--- src/rtl/instr_encoder.sv ---
// instr_encoder: packs {kind, rd, rs1, rs2, imm} requests into RV32I instruction words for the
// R / ADDI / LW / SW / BEQ / LUI classes and streams {address, word} pairs through a small FIFO
// towards the instruction-memory loader. Illegal requests are consumed and flagged on err.
module instr_encoder #(
  parameter int unsigned DEPTH     = 4,
  parameter int unsigned ADDR_W    = 9,
  parameter int unsigned BASE_ADDR = 0
) (
  input  logic              clk,
  input  logic              reset,
  input  logic              restart,
  input  logic              in_valid,
  output logic              in_ready,
  input  logic [3:0]        in_kind,
  input  logic [4:0]        in_rd,
  input  logic [4:0]        in_rs1,
  input  logic [4:0]        in_rs2,
  input  logic [31:0]       in_imm,
  output logic              out_valid,
  input  logic              out_ready,
  output logic [ADDR_W-1:0] out_addr,
  output logic [31:0]       out_word,
  output logic              err
);

  localparam int unsigned PtrW = (DEPTH > 1) ? $clog2(DEPTH) : 1;
  localparam int unsigned CntW = PtrW + 1;
  localparam int unsigned EntW = ADDR_W + 32;
  localparam logic [ADDR_W-1:0] BaseAddr = ADDR_W'(BASE_ADDR);

  localparam logic [3:0] KindAdd  = 4'd0;
  localparam logic [3:0] KindSub  = 4'd1;
  localparam logic [3:0] KindAnd  = 4'd2;
  localparam logic [3:0] KindOr   = 4'd3;
  localparam logic [3:0] KindAddi = 4'd4;
  localparam logic [3:0] KindLw   = 4'd5;
  localparam logic [3:0] KindSw   = 4'd6;
  localparam logic [3:0] KindBeq  = 4'd7;
  localparam logic [3:0] KindLui  = 4'd8;

  localparam logic [6:0] OpR    = 7'b0110011;
  localparam logic [6:0] OpImm  = 7'b0010011;
  localparam logic [6:0] OpLoad = 7'b0000011;
  localparam logic [6:0] OpStor = 7'b0100011;
  localparam logic [6:0] OpBr   = 7'b1100011;
  localparam logic [6:0] OpLui  = 7'b0110111;

  logic [31:0]       enc_word;
  logic              enc_legal;
  logic              imm12_ok;
  logic              br_ok;
  logic              accept;
  logic              push;
  logic              pop;
  logic [ADDR_W-1:0] wr_addr;
  logic [EntW-1:0]   head;

  logic [EntW-1:0]   mem_q [DEPTH];
  logic [PtrW-1:0]   wr_ptr_q;
  logic [PtrW-1:0]   rd_ptr_q;
  logic [CntW-1:0]   count_q;
  logic [ADDR_W-1:0] addr_q;
  logic              err_q;

  // A 12-bit signed immediate fits when bits 31..11 are a pure sign extension.
  assign imm12_ok = (&in_imm[31:11]) | ~(|in_imm[31:11]);
  // Branch offsets are 13-bit signed and must be even.
  assign br_ok    = ((&in_imm[31:12]) | ~(|in_imm[31:12])) & ~in_imm[0];

  // Combinational encode and legality check of the presented request.
  always_comb begin
    enc_word  = 32'h0;
    enc_legal = 1'b1;
    case (in_kind)
      KindAdd:  enc_word = {7'b0000000, in_rs2, in_rs1, 3'b000, in_rd, OpR};
      KindSub:  enc_word = {7'b0100000, in_rs2, in_rs1, 3'b000, in_rd, OpR};
      KindAnd:  enc_word = {7'b0000000, in_rs2, in_rs1, 3'b111, in_rd, OpR};
      KindOr:   enc_word = {7'b0000000, in_rs2, in_rs1, 3'b110, in_rd, OpR};
      KindAddi: begin
        enc_word  = {in_imm[11:0], in_rs1, 3'b000, in_rd, OpImm};
        enc_legal = imm12_ok;
      end
      KindLw: begin
        enc_word  = {in_imm[11:0], in_rs1, 3'b010, in_rd, OpLoad};
        enc_legal = imm12_ok;
      end
      KindSw: begin
        enc_word  = {in_imm[11:5], in_rs2, in_rs1, 3'b010, in_imm[4:0], OpStor};
        enc_legal = imm12_ok;
      end
      KindBeq: begin
        enc_word  = {in_imm[12], in_imm[10:5], in_rs2, in_rs1, 3'b000, in_imm[4:1], in_imm[11],
                     OpBr};
        enc_legal = br_ok;
      end
      KindLui:  enc_word = {in_imm[31:12], in_rd, OpLui};
      default:  enc_legal = 1'b0;
    endcase
  end

  // Full FIFO never pushes, even when the head is leaving the same cycle.
  assign in_ready  = (count_q < CntW'(DEPTH));
  assign accept    = in_valid & in_ready;
  assign push      = accept & enc_legal;
  assign out_valid = (count_q != '0);
  assign pop       = out_valid & out_ready;
  // restart takes effect for a request accepted in the same cycle.
  assign wr_addr   = restart ? BaseAddr : addr_q;

  assign head     = mem_q[rd_ptr_q];
  assign out_addr = out_valid ? head[EntW-1:32] : '0;
  assign out_word = out_valid ? head[31:0] : '0;
  assign err      = err_q;

  // FIFO storage; contents are meaningless while count is zero, so no reset is needed.
  always_ff @(posedge clk) begin
    if (push) begin
      mem_q[wr_ptr_q] <= {wr_addr, enc_word};
    end
  end

  // FIFO pointers and occupancy.
  always_ff @(posedge clk or negedge reset) begin
    if (!reset) begin
      wr_ptr_q <= '0;
      rd_ptr_q <= '0;
      count_q  <= '0;
    end else begin
      if (push) begin
        wr_ptr_q <= wr_ptr_q + PtrW'(1);
      end
      if (pop) begin
        rd_ptr_q <= rd_ptr_q + PtrW'(1);
      end
      case ({push, pop})
        2'b10:   count_q <= count_q + CntW'(1);
        2'b01:   count_q <= count_q - CntW'(1);
        default: count_q <= count_q;
      endcase
    end
  end

  // Word-address counter; illegal requests leave it untouched unless restart is pulsed.
  always_ff @(posedge clk or negedge reset) begin
    if (!reset) begin
      addr_q <= BaseAddr;
    end else if (push) begin
      addr_q <= wr_addr + ADDR_W'(1);
    end else if (restart) begin
      addr_q <= BaseAddr;
    end
  end

  // One-cycle error pulse after an illegal request is consumed.
  always_ff @(posedge clk or negedge reset) begin
    if (!reset) begin
      err_q <= 1'b0;
    end else begin
      err_q <= accept & ~enc_legal;
    end
  end

endmodule

--- config.mk ---
export PLATFORM = sky130hd
export DESIGN_NAME = instr_encoder
export DESIGN_NICKNAME = d
export VERILOG_FILES = /design/src/rtl/instr_encoder.sv
export SDC_FILE = /design/constraint.sdc
export NUM_CORES = 1
export LEC_CHECK = 0
export CAP_MARGIN = 20
export CORE_MARGIN = 1.5
export CORE_UTILIZATION = 59
export CTS_BUF_LIST = sky130_fd_sc_hd__clkbuf_4 sky130_fd_sc_hd__clkbuf_8 sky130_fd_sc_hd__clkbuf_16
export DETAILED_ROUTE_END_ITERATION = 6
export GPL_ROUTABILITY_DRIVEN = 1
export GPL_TIMING_DRIVEN = 1
export PLACE_DENSITY = 0.85
export SETUP_SLACK_MARGIN = 0.1
export SYNTH_ARGS = -nofsm -noshare
export SYNTH_HDL_FRONTEND = slang
export SYNTH_SLANG_ARGS = --single-unit
--- constraint.sdc ---
create_clock -name clk -period 4.55 [get_ports clk]
set_input_delay 0.455 -clock clk [delete_from_list [all_inputs] [get_ports clk]]
set_output_delay 0.455 -clock clk [all_outputs]
set_load 0.03 [all_outputs]
==> results.txt, run 1 <==
Reg power frac - 35.4%
GRT Total Usage - 26.2%
Setup TNS - 0 ns
Clock skew - 0.00462 ns
Met2 WL - 8.44 mm
Seq/Total Area, Yosys - 67.4%
Skew-Pair Late Insertion Delay - 0.43 ns
Max-slew violation count - 0
CP Cell Sequence - inv_1 -> nand3_1 -> buf_4 -> and2_1 -> clkdlybuf4s50_1
Final-report hold violation count - 0
Worst setup EP type - output port
HP Start - count_q[0]
First-pass detailed-route iteration total - 5
Io pins - 100
Syn nets - 513
Unrepaired setup endpoints after global routing - no
Initial antenna violation count - 0
Synth Instances - 450
Post_cts resized - 0
CP Launch Point - count_q[2]
Status - completed
Seq cells post-synth - 173
Remaining DRCs - 0
Slowest Stage Delay on Critical Path - 0.63 ns
Cell family with most CP delay - buffers and inverters
Slew headroom - 40.9%
H-tree depth - 4
Leakage - 3.16 nW
Routed len/inst - 22.1 µm
Mapped Area - 7580 µm²
Vias - 4420
Worst hold path class - reg -> reg
Hold-fix buffers, CTS - 0
Top cell type's share of synthesized area - 61.8%
Metal-1 WL - 6.34 mm
Area growth, synth to finish - 23.5%
DRT iter0 DRCs - 359
Post-route ant nets - 0
Crit start category - flop
Internal Pwr Total - 3.56 mW
First-pass GRT wire length - 25.2 mm
Post-synth top flop - edfxtp_1
Nets@finish - 613
Std-Cell Rows - 41
Number of synthesized flops with an enable pin - 156
Slew @ Worst Pin - 0.885 ns
Yosys warns - 0
Final Setup Violations - 0
Core Region - 12600 µm²
Met3 WL - 958 µm
CTS Sinks - 173
CP Data Arrival Time - 2.86 ns
FFs w/ async S/R, synth - 9.83%
Share of cells above drive strength 1 - 17.6%
Initial core utilization - 60.3%
Clock Root Buffer - clkbuf_16
Via/cell ratio - 6.01
Synth top area cells - edfxtp_1, mux4_2, dfrtp_1
Gpl congestion - 0.920
Worst path buffer plus inverter count - 3
Vias in the first global route - 4640
Syn_area_per_cell - 16.8 µm²
GR Overflow Total - 0
Worst setup path class - reg -> out
Net switching power - 1.72 mW
Clock share of power - 26.4%
Period utilisation layout - 72.9%
CTS Buffer Depth - 2
Util after Layout - 74.5%
RR Startpoint - count_q[2]
Sw Ratio - 32.6%
Die ar. - 13500 µm²
Die H - 116 µm
Critical-path top delay cell - nand3_1
Total of max-cap violations - 0
Fill cells - 719
F_max - 301 MHz
Peak supply drop - 0.000424 V
Pin count of the biggest net entering global routing - 33
Register-to-register path setup slack - 1.99 ns
Top Layer Used - met4
Final wirelength - 16.3 mm
Die width - 116 µm
Critical path peak fanout - 22
Hpwl dp - 10.7 mm
Multi-input gate area - 2290 µm²
Power per cell area - 564 nW/µm²
Largest area contributor in the netlist - edfxtp_1
Overall power - 5.28 mW
Worst Path Required - 4.09 ns
Diodes inserted - 0
Inserted Clock Buffers - 17
Register Area - 5110 µm²
Total setup buffers inserted after CTS - 0
Cell variety after synth - 46
CTS clk-pin slew, worst paths - 0.06 ns
Port bufs - 98
Min Tclk post-route - 3.32 ns
Comb pwr share - 38.3%
CTS tree - done
power by group through the flow:
stage	registers [mW]	clock network, mW	logic [mW]
finish	1.87	1.39	2.02
global route	1.88	1.47	2.14
CTS	1.87	1.40	2.04
detailed placement	1.90	0	2.03
global placement	1.90	0	2.01
floorplan	1.86	0	1.34
flip-flops by register name (all words and copies together), names as in the netlist:
signal	count
addr_q	9
wr_ptr_q	2
count_q	3
err	1
rd_ptr_q	2
mem_q	156
worst paths after layout:
kind	to	depth (start not counted)
max in group asynchronous	rd_ptr_q[0]	1
min in group asynchronous	count_q[0]	1
min reg2reg	count_q[0]	1
min	count_q[0]	1
max	out_word[24]	5
max reg2reg	count_q[2]	9
Yosys cell counts, types with 2 or more instances:
cell / instances
inv_1: 14
and2_1: 47
buf_2: 4
a22o_1: 11
nand2_1: 18
nand2b_1: 2
o21ai_0: 10
a211oi_1: 3
mux2_2: 3
edfxtp_1: 156
nor4_1: 5
o31ai_1: 2
a31oi_1: 2
buf_1: 2
nand4_1: 5
nor2b_1: 13
nand3_1: 7
clkbuf_1: 17
xor2_1: 7
mux2_4: 2
a21oi_1: 5
mux2i_1: 8
mux4_2: 39
buf_4: 2
buf_6: 2
dfrtp_1: 17
xnor2_1: 5
ha_1: 6
and3_1: 3
nor2_1: 14
a2111oi_2: 4
routing by layer:
metal,track usage [%],vias to the layer above
met5,0,-
met2,43.9,183
li1,-,1939
met1,32.9,2252
met3,7.06,46
met4,11.0,0
kinds of logic (layout without fill, tap and decap cells):
kind of cell	count (synthesis)	count (layout)	share of synthesized area (%)
xor gates and xnor gates	12	12	1.39
muxes	52	52	13.5
DFF	173	173	67.4
and+or+nand+nor	119	119	8.99
buffers and inverters	41	154	2.39
other	1	1	0.0495
AOI/OAI and AO/OA	45	45	5.03
adders and majority gates	7	7	1.25
layout by cell type (no fill, tap or decap), types with 11 or more instances in the layout:
| cell type | count |
|---|---|
| nand2_1 | 18 |
| inv_1 | 14 |
| and2_1 | 43 |
| clkbuf_16 | 17 |
| edfxtp_1 | 156 |
| nor2b_1 | 13 |
| a22o_1 | 11 |
| clkdlybuf4s50_1 | 98 |
| dfrtp_1 | 16 |
| nor2_1 | 14 |
| mux4_2 | 39 |
layout make-up:
class | count | share of cell area [%]
clock buffer | 17 | 4.54
clock inverter | 15 | 1.56
inverter | 14 | 0.561
multi-input combinational | 236 | 24.5
sequential | 173 | 54.6
tap | 172 | 2.30
timing repair buffer | 108 | 11.9
metrics by stage:
step | worst slack [ns] | area [µm²] | instances | hold WS [ns]
5_1_grt | 1.04 | 9360 | 735 | 0.516
3_3_place_gp | 1.05 | 8780 | 702 | 0.466
6_report | 1.23 | 9360 | 735 | 0.478
3_5_place_dp | 0.895 | 8780 | 702 | 0.475
4_1_cts | 1.19 | 9360 | 734 | 0.484
2_1_floorplan | 1.41 | 7580 | 450 | 0.159
Power figures use the tool's default switching activity.
==> run 2: changes to the inputs <==
--- a/config.mk
+++ b/config.mk
@@ -7,12 +7,12 @@
 export LEC_CHECK = 0
 export CAP_MARGIN = 20
 export CORE_MARGIN = 1.5
-export CORE_UTILIZATION = 59
+export CORE_UTILIZATION = 50
 export CTS_BUF_LIST = sky130_fd_sc_hd__clkbuf_4 sky130_fd_sc_hd__clkbuf_8 sky130_fd_sc_hd__clkbuf_16
 export DETAILED_ROUTE_END_ITERATION = 6
 export GPL_ROUTABILITY_DRIVEN = 1
 export GPL_TIMING_DRIVEN = 1
-export PLACE_DENSITY = 0.85
+export PLACE_DENSITY = 0.76
 export SETUP_SLACK_MARGIN = 0.1
 export SYNTH_ARGS = -nofsm -noshare
 export SYNTH_HDL_FRONTEND = slang
==> constraint.sdc (replaced) <==
create_clock -name clk -period 2.9 [get_ports clk]
set_input_delay 0.29 -clock clk [delete_from_list [all_inputs] [get_ports clk]]
set_output_delay 0.29 -clock clk [all_outputs]
set_load 0.03 [all_outputs]
==> run 2 against run 1 <==
Compared with the run above: the flow now finishes with violations (DRC); final cell count increased by 5.0%; via count increased by 0.72%; non-clock buffer count increased by 25; routed wire length increased by 1.1%; clock power increased by 67%; global-route usage decreased by 4.1 points; clock-buffer cell count increased by 5; setup slack got worse by 1.0 ns; register-to-register slack got worse by 1.3 ns; combinational power increased by 72%; clock skew about the same; cell area increased by 4.0%; critical path type unchanged; largest cell class unchanged; highest routed layer unchanged.
==> results.txt, run 2 (same netlist as run 1, synthesis figures left out) <==
Biggest regs - mem_q x156, addr_q x9, count_q x3
Net switching power - 2.73 mW
Overall power - 8.68 mW
RR Startpoint - count_q[0]
H-tree depth - 4
First-pass GRT wire length - 26.1 mm
Initial antenna violation count - 0
F_max - 373 MHz
Clock skew - 0.00488 ns
Crit start category - flop
Min Tclk post-route - 2.68 ns
Skew-Pair Late Insertion Delay - 0.41 ns
Worst path buffer plus inverter count - 2
Post-route ant nets - 0
Clock Root Buffer - clkbuf_16
Via/cell ratio - 5.77
Diodes inserted - 0
Power per cell area - 891 nW/µm²
Slew @ Worst Pin - 0.825 ns
CTS tree - done
Util after Layout - 66.5%
Io pins - 100
Hold-fix buffers, CTS - 0
Register bank with the most flops - mem_q
Slowest Stage Delay on Critical Path - 0.60 ns
First-pass detailed-route iteration total - 6
Worst hold path class - in -> async
Gpl congestion - 0.846
Hpwl dp - 11.0 mm
Die H - 126 µm
Cell family with most CP delay - buffers and inverters
CTS clk-pin slew, worst paths - 0.06 ns
Max FFs per register - 156
Comb pwr share - 40.1%
CTS Buffer Depth - 2
Share of cells above drive strength 1 - 23.0%
Pin count of the biggest net entering global routing - 42
Clock share of power - 26.7%
Worst Path Required - 2.61 ns
Total of max-cap violations - 0
Nets@finish - 638
Peak supply drop - 0.000611 V
Sw Ratio - 31.4%
Inserted Clock Buffers - 17
CP Launch Point - rd_ptr_q[0]
Critical-path top delay cell - clkdlybuf4s50_1
Status - finished with violations
CTS Sinks - 173
Vias in the first global route - 4804
DRT iter0 DRCs - 429
GRT Total Usage - 22.1%
Final Setup Violations - 0
Max-slew violation count - 0
Die width - 126 µm
Routed len/inst - 21.3 µm
Final-report hold violation count - 0
Reg power frac - 33.2%
Worst setup path class - reg -> out
Vias - 4452
Most common cell after layout, fill and taps aside - edfxtp_1
Failing checks - DRC
Unrepaired setup endpoints after global routing - no
Remaining DRCs - 6
Die ar. - 15900 µm²
CP Data Arrival Time - 2.39 ns
Period utilisation layout - 92.5%
Port bufs - 98
Initial core utilization - 51.8%
CP Cell Sequence - buf_12 -> mux4_2 -> and2_1 -> clkdlybuf4s50_1
Core Region - 14600 µm²
Slew headroom - 44.8%
Final wirelength - 16.4 mm
Leakage - 3.36 nW
Critical path peak fanout - 22
Worst setup EP type - output port
GR Overflow Total - 0
Internal Pwr Total - 5.95 mW
Leading cell types in the layout, fill and taps excluded - edfxtp_1, clkdlybuf4s50_1, and2_1
Std-Cell Rows - 44
Area growth, synth to finish - 28.4%
run 2: timing repair:
item                       4_1_cts  5_1_grt
gates resized for setup          1        0
setup buffers                    0        0
setup endpoints to repair        5        0
run 2: layout make-up:
type / instances / area, µm²
Sequential cell: 173 / 5110
Fill cell: 998 / 4910
Multi-Input combinational cell: 236 / 2290
Timing Repair Buffer: 133 / 1430
Clock buffer: 22 / 482
Tap cell: 184 / 230
Clock inverter: 10 / 138
Inverter: 14 / 52.6
run 2: worst paths after layout:
path / endpoint / slack, ns / depth (start not counted)
setup reg to reg: count_q[2] / 0.66 / 10
hold reg to reg: count_q[0] / 0.48 / 1
min in group clk: count_q[0] / 0.48 / 1
max in group asynchronous: rd_ptr_q[0] / 1.99 / 1
setup / recovery: out_word[1] / 0.22 / 4
hold / removal: addr_q[4] / 0.35 / 1
run 2: worst reg2reg max path: cells and delay by family (launching register included):
| kind | cells | cell delay, ns |
|---|---|---|
| DFF | 1 | 0.36 |
| adders and majority gates | 2 | 0.57 |
| xor gates and xnor gates | 2 | 0.28 |
| and+or+nand+nor | 3 | 0.46 |
| buffers and inverters | 3 | 0.51 |
run 2: per-stage QoR:
step | cells | TNS, ns | area, µm² | hold slack (ns) | setup WS (ns)
after floorplan | 450 | 0 | 7590 | -0.00559 | 0.329
after global placement | 740 | 0 | 9110 | 0.465 | 0.0841
after detailed placement | 740 | -0.0384 | 9110 | 0.465 | -0.0320
after CTS | 772 | 0 | 9740 | 0.373 | 0.170
after global routing | 772 | 0 | 9740 | 0.399 | 0.113
final | 772 | 0 | 9740 | 0.351 | 0.218
run 2: layer usage:
metal	routed length (µm)	up-vias	track usage [%]
met5	0	-	0
met4	327	0	8.38
met3	722	23	4.46
met2	8680	153	36.9
met1	6710	2297	29.0
li1	-	1979	-
run 2: power by group through the flow:
stage	combinational (mW)	clock, mW	sequential [mW]
floorplan	2.11	0	2.92
global placement	3.48	0	2.92
detailed placement	3.50	0	2.93
CTS	3.53	2.35	2.88
global route	3.70	2.45	2.89
finish	3.48	2.32	2.88
